**config.mk**
```make
export PLATFORM = sky130hd
export DESIGN_NAME = etch_a_sketch_main
export DESIGN_NICKNAME = d
export VERILOG_FILES = /design/src/rtl/etch_a_sketch_main.sv
export SDC_FILE = /design/constraint.sdc
export NUM_CORES = 1
export LEC_CHECK = 0
export ABC_AREA = 1
export BUFFER_PORTS_ARGS = -buffer_cell sky130_fd_sc_hd__buf_2
export CAP_MARGIN = 15
export CELL_PAD_IN_SITES_DETAIL_PLACEMENT = 0
export CELL_PAD_IN_SITES_GLOBAL_PLACEMENT = 2
export CORE_AREA = 10 10 145 94
export DETAILED_ROUTE_END_ITERATION = 8
export DIE_AREA = 0 0 155 104
export MAX_ROUTING_LAYER = met4
export PLACE_DENSITY = 0.89
export REMOVE_ABC_BUFFERS = 1
export SLEW_MARGIN = 20
export SYNTH_ARGS = -nofsm -noshare
export SYNTH_HDL_FRONTEND = slang
export SYNTH_SLANG_ARGS = --single-unit
```
**constraint.sdc**
```tcl
create_clock -name clk -period 2.4 [get_ports clk]
set_input_delay 0.12 -clock clk [delete_from_list [all_inputs] [get_ports clk]]
set_output_delay 0.12 -clock clk [all_outputs]
set_load 0.02 [all_outputs]
```
**src/rtl/etch_a_sketch_main.sv**
```systemverilog
// etch_a_sketch_main: ILI9341 bring-up over 4-wire 8-bit SPI, then endless 240x320 RGB565 frames.
// Optional build macro TOUCH_IRQ_EN: palette steps on touch_irq falling edges instead of every frame.
module etch_a_sketch_main #(
  parameter int CLK_HZ      = 12_000_000,
  parameter int RST_CYCLES  = 1_200,
  parameter int WAKE_CYCLES = 1_440_000,
  parameter int H_PIXELS    = 240,
  parameter int V_PIXELS    = 320
) (
  input  logic       clk,
  input  logic [1:0] buttons,
  output logic [1:0] leds,
  output logic [2:0] rgb,
  output logic [7:0] pmod,
  output logic [3:0] interface_mode,
  inout  wire        touch_i2c_scl,
  inout  wire        touch_i2c_sda,
  input  logic       touch_irq,
  output logic       backlight,
  output logic       display_rstb,
  output logic       data_commandb,
  output logic       display_csb,
  output logic       spi_mosi,
  input  logic       spi_miso,
  output logic       spi_clk
);

  // state    | meaning
  // S_RST    | display_rstb low for RST_CYCLES
  // S_WAKE1  | rstb released, wait WAKE_CYCLES
  // S_CSB    | chip select asserted one clk ahead of the first bit
  // S_SLPOUT | send sleep-out command 0x11
  // S_WAKE2  | wait WAKE_CYCLES after sleep-out
  // S_INIT   | send pixel format / orientation / display-on bytes
  // S_HDR    | send column/row window and memory-write command
  // S_PIX    | stream one frame of pixels, two bytes each
  typedef enum logic [3:0] {
    S_RST    = 4'd0,
    S_WAKE1  = 4'd1,
    S_CSB    = 4'd2,
    S_SLPOUT = 4'd3,
    S_WAKE2  = 4'd4,
    S_INIT   = 4'd5,
    S_HDR    = 4'd6,
    S_PIX    = 4'd7
  } state_t;

  localparam int TMAX = (WAKE_CYCLES > RST_CYCLES) ? WAKE_CYCLES : RST_CYCLES;
  localparam int TW   = $clog2(TMAX + 1);
  localparam logic [TW-1:0] RST_LOAD  = TW'(RST_CYCLES - 1);
  localparam logic [TW-1:0] WAKE_LOAD = TW'(WAKE_CYCLES - 1);
  localparam logic [TW-1:0] TIMER_ONE = TW'(1);
  localparam logic [16:0]   PIX_LAST  = 17'(H_PIXELS * V_PIXELS - 1);

  state_t        state, state_nxt;
  logic          rst;
  logic [TW-1:0] timer;
  logic [3:0]    bit_cyc;
  logic [3:0]    byte_idx;
  logic [16:0]   pix_cnt;
  logic [2:0]    idx;
  logic          frame_par;
  logic          backlight_q;
  logic          hold_meta, hold_sync;
  logic          sending, byte_done, frame_end, step_ok;
  logic [8:0]    cur_word;
  logic [2:0]    bit_sel;
  logic [15:0]   colour;
  logic          unused_ok;

  assign rst = buttons[0];

  function automatic logic [8:0] init_word(input logic [3:0] i);
    case (i)
      4'd0:    init_word = {1'b0, 8'h3A};
      4'd1:    init_word = {1'b1, 8'h55};
      4'd2:    init_word = {1'b0, 8'h36};
      4'd3:    init_word = {1'b1, 8'h48};
      default: init_word = {1'b0, 8'h29};
    endcase
  endfunction

  function automatic logic [8:0] hdr_word(input logic [3:0] i);
    case (i)
      4'd0:    hdr_word = {1'b0, 8'h2A};
      4'd4:    hdr_word = {1'b1, 8'hEF};
      4'd5:    hdr_word = {1'b0, 8'h2B};
      4'd8:    hdr_word = {1'b1, 8'h01};
      4'd9:    hdr_word = {1'b1, 8'h3F};
      4'd10:   hdr_word = {1'b0, 8'h2C};
      default: hdr_word = {1'b1, 8'h00};
    endcase
  endfunction

  always_comb begin
    state_nxt = state;
    sending   = 1'b0;
    case (state)
      S_RST:    if (timer == '0) state_nxt = S_WAKE1;
      S_WAKE1:  if (timer == '0) state_nxt = S_CSB;
      S_CSB:    state_nxt = S_SLPOUT;
      S_SLPOUT: begin
        sending = 1'b1;
        if (bit_cyc == 4'd15) state_nxt = S_WAKE2;
      end
      S_WAKE2:  if (timer == '0) state_nxt = S_INIT;
      S_INIT: begin
        sending = 1'b1;
        if (bit_cyc == 4'd15 && byte_idx == 4'd4) state_nxt = S_HDR;
      end
      S_HDR: begin
        sending = 1'b1;
        if (bit_cyc == 4'd15 && byte_idx == 4'd10) state_nxt = S_PIX;
      end
      S_PIX: begin
        sending = 1'b1;
        if (bit_cyc == 4'd15 && byte_idx[0] && pix_cnt == PIX_LAST) state_nxt = S_HDR;
      end
      default:  state_nxt = S_RST;
    endcase
  end

  assign byte_done = sending && (bit_cyc == 4'd15);
  assign frame_end = (state == S_PIX) && (state_nxt == S_HDR);
  assign colour    = {{5{idx[2]}}, {6{idx[1]}}, {5{idx[0]}}};

  always_comb begin
    cur_word = 9'h000;
    case (state)
      S_SLPOUT: cur_word = {1'b0, 8'h11};
      S_INIT:   cur_word = init_word(byte_idx);
      S_HDR:    cur_word = hdr_word(byte_idx);
      S_PIX:    cur_word = {1'b1, byte_idx[0] ? colour[7:0] : colour[15:8]};
      default:  cur_word = 9'h000;
    endcase
  end

`ifdef TOUCH_IRQ_EN
  logic irq_meta, irq_sync, irq_prev, touch_pending;

  // One pending step per frame; an edge landing on frame_end carries into the next frame.
  always_ff @(posedge clk) begin
    if (rst) begin
      irq_meta      <= 1'b1;
      irq_sync      <= 1'b1;
      irq_prev      <= 1'b1;
      touch_pending <= 1'b0;
    end else begin
      irq_meta      <= touch_irq;
      irq_sync      <= irq_meta;
      irq_prev      <= irq_sync;
      touch_pending <= (irq_prev & ~irq_sync) | (touch_pending & ~frame_end);
    end
  end

  assign step_ok = touch_pending;
`else
  assign step_ok = 1'b1;
`endif

  always_ff @(posedge clk) begin
    if (rst) begin
      state       <= S_RST;
      timer       <= RST_LOAD;
      bit_cyc     <= 4'd0;
      byte_idx    <= 4'd0;
      pix_cnt     <= '0;
      idx         <= 3'd0;
      frame_par   <= 1'b0;
      backlight_q <= 1'b0;
      hold_meta   <= 1'b0;
      hold_sync   <= 1'b0;
    end else begin
      state       <= state_nxt;
      backlight_q <= 1'b1;
      hold_meta   <= buttons[1];
      hold_sync   <= hold_meta;

      if (state_nxt != state && (state_nxt == S_WAKE1 || state_nxt == S_WAKE2))
        timer <= WAKE_LOAD;
      else if (timer != '0)
        timer <= timer - TIMER_ONE;

      bit_cyc <= sending ? bit_cyc + 4'd1 : 4'd0;

      // In S_PIX byte_idx only flips between high and low byte of a pixel.
      if (state_nxt != state)
        byte_idx <= 4'd0;
      else if (byte_done)
        byte_idx <= (state == S_PIX) ? {3'b000, ~byte_idx[0]} : byte_idx + 4'd1;

      if (state != S_PIX)
        pix_cnt <= '0;
      else if (byte_done && byte_idx[0])
        pix_cnt <= (pix_cnt == PIX_LAST) ? '0 : pix_cnt + 17'd1;

      if (frame_end) begin
        frame_par <= ~frame_par;
        if (step_ok && !hold_sync) idx <= idx + 3'd1;
      end
    end
  end

  assign bit_sel        = ~bit_cyc[3:1];
  assign spi_clk        = sending & bit_cyc[0];
  assign spi_mosi       = sending & cur_word[bit_sel];
  assign data_commandb  = sending & cur_word[8];
  assign display_csb    = (state == S_RST) || (state == S_WAKE1);
  assign display_rstb   = (state != S_RST);
  assign backlight      = backlight_q;
  assign leds           = {frame_par, (state == S_HDR) || (state == S_PIX)};
  assign rgb            = ~idx;
  assign pmod           = {spi_clk, spi_mosi, display_csb, data_commandb, state};
  assign interface_mode = 4'b1110;
  assign touch_i2c_scl  = 1'bz;
  assign touch_i2c_sda  = 1'bz;
  assign unused_ok      = ^{spi_miso, touch_irq, CLK_HZ[0]};

endmodule

```
==> impl_metrics.py <==
metrics = {
    "cells_and_area": {
        "final_common_cell": "nand2_1",
        "final_cell_mix": "nand2_1 (88), nor2_1 (77), inv_1 (63)",
        "fin_area_mm2": 0.00422,
        "final_nets": 579,
        "utilization": 0.384,
        "drive_above_1_share": 0.186,
        "num_antenna_cells": 0,
        "synthToLayoutAreaGrowth_pct": 16.0,
    },
    "setup_path": {
        "start_kind": "flop",
        "slowest_delay_ps": 350,
        "cp_data_required_time_ps": 2280,
        "reg2reg_from": "timer[0]",
        "path_cells": "inv_1 -> nand2_2 -> nor2_4 -> o21ai_0 -> nor2_1 -> nor2_1 -> nand4_1 -> nand2_1 -> nand2_1 -> o211ai_1 -> nand3_1 -> buf_2",
        "cp.arrival_ps": 2150,
        "path_class": "reg2out",
        "rr_endpoint": "timer[17]",
        "cp_slowest_cell": "dfxtp_1",
        "cp-end-kind": "output port",
        "cp_max_fo": 7,
        "r2r_setup_slack_ps": 250,
        "worstRegToRegCells": 11,
    },
    "clock_tree": {
        "clk_pin_slew_ps": 50,
        "cts_tree": "done",
        "clock_sinks": 57,
        "clock-root-buffer": "clkbuf_16",
        "h-tree-depth": 3,
        "postCtsSetupBuffers": 0,
        "postCtsHoldBufs": 0,
        "clockBufferDepth": 2,
        "clk-insertion-delay-late_ps": 320,
        "cts_buffers": 9,
    },
    "run": {
        "maxCapViolCount": 0,
    },
    "timing": {
        "worst_slack_ps": 128,
        "post-route-period-util": 0.947,
        "rsz0062_at_grt": "false",
        "tns_ps": 0,
        "max_freq_mhz": 440,
        "slew_viol_final": 0,
        "fin_worst_skew_ps": 6.19,
        "finalCriticalPeriod_ps": 2270,
        "hold_violations": 0,
        "report.final.setup_viol": 0,
    },
    "die": {
        "initial_core_util": 0.331,
        "ios": 30,
        "die_area_mm2": 0.0161,
        "die_width_um": 155,
        "num_rows": 30,
        "core_mm2": 0.0110,
        "die_y_um": 104,
    },
    "route": {
        "drtPass1Iterations": 5,
        "post_drt_wl_per_cell_um": 12.8,
        "drc": 0,
        "postRouteAntennaNets": 0,
        "drt_wl_total_um": 9150,
        "drt_iter0_drc": 226,
        "via_count": 3403,
        "via_per_inst": 4.77,
    },
    "worst_hold_path": {
        "hp-class": "in2reg",
        "hp-start": "buttons[1]",
        "hold_path_end": "hold_meta",
        "whs_path_depth": 3,
    },
    "global_route": {
        "grt_max_degree": 21,
        "grt_pass1_vias": 3121,
        "grt_pass1_wl_um": 15300,
        "antenna_found_initial": 0,
        "grtUsageTotal": 0.117,
        "overflow": 0,
    },
    "synth": {
        "syn_area_mm2": 0.00364,
        "synth_cell_type_count": 44,
        "avgSynthCellArea_um2": 6.78,
        "ys_warn_count": 0,
        "ys_ff_latch": 57,
        "ys_seq_area_frac": 0.313,
        "syn_inst": 537,
    },
    "placed_design": {
        "placed_area_mm2": 0.00388,
        "hpwlAfterDp_um": 7230,
        "portBuffers": 21,
        "place_congestion": 0.924,
        "dpl_worst_slack_ps": 229,
    },
    "run_status": {
        "status": "complete, no violations",
    },
    "pwr": {
        "powerDensity_mw_per_mm2": 543,
        "vdd_ir_drop_max_mv": 0.337,
        "p_leak_nw": 1.67,
    },
}
-- area by class of cell --
type | count | area (um2)
flip-flops and latches | 57 | 1140
fillers | 1173 | 6780
clock inverters | 3 | 40.0
multi-input cells | 393 | 2160
inverters | 75 | 282
repair buffers | 29 | 165
clock buffers | 12 | 256
well taps | 144 | 180
-- worst max path at each step --
stage,startpoint,end,slack [ps]
4_1_cts,byte_idx[1],pmod[6],8
3_5_place_dp,byte_idx[1],timer[17],230
5_1_grt,state[3],spi_mosi,4
6_report,state[3],pmod[6],130
2_1_floorplan,byte_idx[0],pmod[6],320
3_3_place_gp,byte_idx[1],spi_mosi,260
-- logic make-up after synthesis --
kind of cell | synth area share
other | 0.00206
AND/OR/NAND/NOR | 0.380
AO/OA/AOI/OAI | 0.125
buffers and inverters | 0.111
XOR/XNOR | 0.0385
flip-flops | 0.313
adder cells (fa/ha/maj) | 0.0309
-- registers in the layout (all words and copies together) (netlist names) --
register	count
hold_sync	1
pix_cnt	17
state	4
hold_meta	1
backlight	1
frame_par	1
timer	21
bit_cyc	4
idx	3
byte_idx	4
-- cells in the mapped netlist (all sizes together) --
cell     instances  area [um2]
nand2           98         403
nor2            97         442
inv             74         278
dfxtp           57        1140
a21oi           44         235
nand3           42         248
o21ai           21         120
nor3            17         101
nand4           16         100
buf             14         110
xor2            12         105
ha               9         113
nand3b           5        37.5
nor4             5        31.3
a211oi           4        30.0
xnor2            4        35.0
clkbuf           3        11.3
a22oi            2        15.0
conb             2        7.51
o31ai            2        15.0
a21boi           1        7.51
and2             1        6.26
clkinv           1        3.75
nor3b            1        7.51
o2111ai          1        8.76
o211ai           1        7.51
o21a             1        7.51
o21bai           1        7.51
or2              1        6.26
-- stage by stage --
stage	hold WS [ps]	power, W	std cells
detailed placement	354	0.00104	698
global placement	343	0.00104	698
CTS	15.6	0.00233	713
floorplan	182	0.00102	525
finish	15.5	0.00229	713
global route	29.4	0.00238	713
-- per-layer routing --
| layer | share of wire | GRT usage |
|---|---|---|
| met3 | 0.065 | 0.0351 |
| met4 | 0.0093 | 0.0309 |
| met5 | 0 | - |
| met1 | 0.54 | 0.173 |
| met2 | 0.39 | 0.144 |
-- report_power, final --
group	internal, W	switching (W)
sequential	0.000956	0.00000694
combinational	0.0000158	0.0000430
clock	0.000849	0.000421
-- worst max-delay path: cells and delay by family, from the launching register on --
kind            cells  cell delay, ps
buf+inv             2             250
simple gates        8            1020
compound gates      2             230
flops               1             350
-- what timing repair did --
item | in CTS | in global routing
gates resized for setup | 3 | 11
endpoints found under the setup margin | 2 | 14
pin swaps | 0 | 2
(Power assumes the default switching activity.)
